$ cat config.mk
export PLATFORM = sky130hd
export DESIGN_NAME = mem_io_ctrl
export DESIGN_NICKNAME = d
export VERILOG_FILES = /design/src/rtl/mem_io_ctrl.sv
export SDC_FILE = /design/constraint.sdc
export NUM_CORES = 1
export LEC_CHECK = 0
export ABC_AREA = 1
export CAP_MARGIN = 0
export CORE_MARGIN = 4
export CORE_UTILIZATION = 40
export CTS_BUF_LIST = sky130_fd_sc_hd__clkbuf_16
export DETAILED_ROUTE_END_ITERATION = 10
export MAX_ROUTING_LAYER = met4
export PLACE_DENSITY = 0.7
export SETUP_SLACK_MARGIN = 0.3
export SYNTH_ARGS = -nofsm -noshare
export SYNTH_HDL_FRONTEND = slang
export SYNTH_SLANG_ARGS = --single-unit
$ cat constraint.sdc
create_clock -name clk -period 4.6 [get_ports clk]
set_clock_uncertainty 0.05 [all_clocks]
set_input_delay 0.69 -clock clk [delete_from_list [all_inputs] [get_ports clk]]
set_output_delay 0.69 -clock clk [all_outputs]
set_load 0.01 [all_outputs]
$ cat src/rtl/mem_io_ctrl.sv
// CPU-side memory controller: routes each request either to a multi-cycle SRAM
// access or to the switch/hex-display register, then returns a one-cycle ready pulse.
module mem_io_ctrl #(
  parameter int          SRAM_LATENCY = 2,
  parameter logic [15:0] IO_ADDR      = 16'hFFFF
) (
  input  logic        clk,
  input  logic        reset,
  input  logic        cpu_mem_ena,
  input  logic        cpu_wr_ena,
  input  logic [15:0] cpu_addr,
  input  logic [15:0] cpu_wdata,
  output logic [15:0] cpu_rdata,
  output logic        cpu_ready,
  output logic [15:0] sram_addr,
  output logic [15:0] sram_wdata,
  output logic        sram_mem_ena,
  output logic        sram_wr_ena,
  input  logic [15:0] sram_rdata,
  input  logic [15:0] sw_i,
  output logic [15:0] hex_value
);

  typedef enum logic [1:0] {IDLE, SRAM_ACC, IO_ACC, DONE} state_t;

  localparam logic [3:0] CNT_LOAD = 4'(SRAM_LATENCY - 1);

  state_t      state_reg;
  logic [3:0]  cnt_reg;
  logic        wr_reg;
  logic [15:0] sw_meta_reg;
  logic [15:0] sw_sync_reg;

  // Two-flop synchronizer for the asynchronous board switches
  always_ff @(posedge clk or negedge reset) begin
    if (!reset) begin
      sw_meta_reg <= '0;
      sw_sync_reg <= '0;
    end else begin
      sw_meta_reg <= sw_i;
      sw_sync_reg <= sw_meta_reg;
    end
  end

  always_ff @(posedge clk or negedge reset) begin
    if (!reset) begin
      state_reg    <= IDLE;
      cnt_reg      <= '0;
      wr_reg       <= 1'b0;
      cpu_ready    <= 1'b0;
      cpu_rdata    <= '0;
      sram_addr    <= '0;
      sram_wdata   <= '0;
      sram_mem_ena <= 1'b0;
      sram_wr_ena  <= 1'b0;
      hex_value    <= '0;
    end else begin
      case (state_reg)
        IDLE: begin
          cpu_ready <= 1'b0;
          if (cpu_mem_ena) begin
            // sram_addr/sram_wdata double as the latched request for both targets
            sram_addr  <= cpu_addr;
            sram_wdata <= cpu_wdata;
            wr_reg     <= cpu_wr_ena;
            if (cpu_addr == IO_ADDR) begin
              state_reg <= IO_ACC;
            end else begin
              state_reg    <= SRAM_ACC;
              sram_mem_ena <= 1'b1;
              sram_wr_ena  <= cpu_wr_ena;
              cnt_reg      <= CNT_LOAD;
            end
          end
        end
        SRAM_ACC: begin
          if (cnt_reg == 4'd0) begin
            sram_mem_ena <= 1'b0;
            sram_wr_ena  <= 1'b0;
            if (!wr_reg) cpu_rdata <= sram_rdata;
            cpu_ready <= 1'b1;
            state_reg <= DONE;
          end else begin
            cnt_reg <= cnt_reg - 4'd1;
          end
        end
        IO_ACC: begin
          if (wr_reg) hex_value <= sram_wdata;
          else        cpu_rdata <= sw_sync_reg;
          cpu_ready <= 1'b1;
          state_reg <= DONE;
        end
        DONE: begin
          cpu_ready <= 1'b0;
          state_reg <= IDLE;
        end
        default: state_reg <= IDLE;
      endcase
    end
  end

endmodule

==> qor.yml <==
clk_path_buf_depth: 2
design_area_sq_um: 5800
postCtsSetupBuffers: 0
grt_setup_unrepaired: "no"
ys_seq_elements: 106
post-place-ws_ps: 1820
first_pass_iters: 4
tns_ps: 0
htree_levels: 3
post-route-period-util: 0.584
pwr_density_cell_nw_per_um2: 670
reg2reg_depth: 4
placed_area_sq_um: 5490
num_antenna_cells: 0
setup_viol: 0
grt_pass1_wl_um: 13800
worstPathArrival_ps: 2860
io_pins: 135
ys_warn_count: 0
drt_iter0_drc: 105
core_area_sq_um: 9860
die_y_um: 109
syn-num-nets: 426
setup.worst_path.class: "reg -> reg"
start_kind: "flip-flop"
grtUsageTotal: 0.152
postRouteAntennaNets: 0
holdPathStages: 0
tightest_slew_ps: 1090
syn-cell-area_sq_um: 4080
clk_latency_ps: 330
vias: 2803
final_core_util: 0.588
dieArea_sq_um: 11900
die_w_um: 109
ctsResizeCount: 0
cts_tree: "done"
maxCapViolations: 0
synth_area_leaders: "dfrtp_1, nand2_1, mux2_4"
setup_ws_ps: 1910
crit_path_max_fanout: 32
wirelength_um: 8470
dp.cells: 608
grt_max_degree: 79
vias_per_cell: 4.49
synth_top_cell_area_share: 0.650
avgRoutedWirePerCell_um: 13.6
syn2layout_area_growth_pct: 42.3
synthCells: 353
drc: 0
placementRows: 36
yosysTopAreaCell: "dfrtp_1"
max_freq_mhz: 372
slew_violations: 0
start_util: 0.413
required_ps: 4780
fin_crit_ps: 2690
grt_overflow_total: 0
stdcell_count: 624
hp-class: "reg -> reg"
hold_buffers: 0
cts.sinks: 106
outcome: "finished, final reports clean"
cts.clk_slew.worst_paths_ps: 70
cts-root-buf: "clkbuf_16"
synth.distinct_cells: 25
cts-buffers-inserted: 9
seq_area_frac_synth: 0.650
grt_pass1_vias: 2876
gp_congestion: 0.744
portBuffers: 134
drive_above_1_share: 0.0937
cp-end-kind: "flip-flop"
finalHoldViolCount: 0
synth_area_per_cell_sq_um: 11.6
irDropWorstVdd_mv: 0.289
total_power_mw: 3.89
antenna_found_initial: 0
whs_ps: 294
place_hpwl_um: 6160
p_leak_nw: 2.66
final_nets: 559
slew_headroom: 0.271
[where the power goes]
part           switching [mW]  total [mW]  internal, mW
Clock                   0.343       0.776         0.433
Sequential              0.178        1.44          1.27
Combinational           0.769        1.67         0.901
Total                    1.29        3.89          2.60
[worst paths after layout]
path	startpoint	to	slack [ps]
max	state_reg[0]	hex_value[14]	1910
min	sw_meta_reg[8]	sw_sync_reg[8]	290
max reg2reg	state_reg[0]	hex_value[14]	1910
min reg2reg	sw_meta_reg[8]	sw_sync_reg[8]	290
max in group asynchronous	reset	sram_addr[8]	3120
min in group asynchronous	reset	cpu_rdata[2]	440
[critical path, cell delays in order (launching register included)]
cell and delay, ps:
dfrtp_1 400, inv_1 90, ha_1 870, nand2_1 790
o21ai_0 380
[cell usage after synthesis (all sizes together)]
cell type and instances:
a21oi 18, and2 1, buf 9, clkbuf 4, dfrtp 106, ha 5
inv 25, mux2 17, mux2i 16, nand2 76, nand3 8, nor2 33
o21ai 33, or2 1, xnor2 1
[layout make-up]
cell class | count | area, sq um
fill | 823 | 4060
sequential | 106 | 2650
timing repair buffer | 135 | 1350
multi-input combinational | 209 | 1230
clock buffer | 9 | 225
tap | 133 | 166
inverter | 25 | 93.8
clock inverter | 7 | 87.6
[cell families (layout without fill, tap and decap cells)]
logic type	count (synthesis)	after routing	synth area share
muxes	33	33	0.100
AOI/OAI and AO/OA	51	51	0.0653
xor gates and xnor gates	1	1	0.00215
DFF	106	106	0.650
buffers and inverters	38	176	0.0475
adders and majority gates	5	5	0.0153
and+or+nand+nor	119	119	0.119
[routing by layer]
layer | up-vias | track usage | part of all wire
li1 | 1399 | - | -
met1 | 1308 | 0.198 | 0.45
met2 | 85 | 0.233 | 0.46
met3 | 11 | 0.0414 | 0.070
met4 | 0 | 0.0469 | 0.013
met5 | - | - | 0
[cells in the final DEF, fill, tap and decap left out]
cell             synthesis  layout
clkdlybuf4s50_1          0     133
dfrtp_1                106     106
nand2_1                 70      70
nor2_1                  31      31
inv_1                   23      23
o21ai_0                 19      19
a21oi_1                 17      17
mux2i_1                 16      16
mux2_4                  15      15
o21ai_1                 14      14
clkbuf_16                0       9
nand3_1                  8       8
nand2_2                  6       6
ha_1                     5       5
inv_2                    2       2
mux2_2                   2       2
clkinv_4                 0       2
buf_4                    2       2
and2_1                   1       1
nor2_4                   1       1
or2_2                    1       1
a21oi_4                  1       1
xnor2_1                  1       1
nor2_2                   1       1
clkinv_8                 0       1
clkinv_1                 0       1
inv_8                    0       1
inv_6                    0       1
bufinv_16                0       1
(Power assumes the default switching activity.)
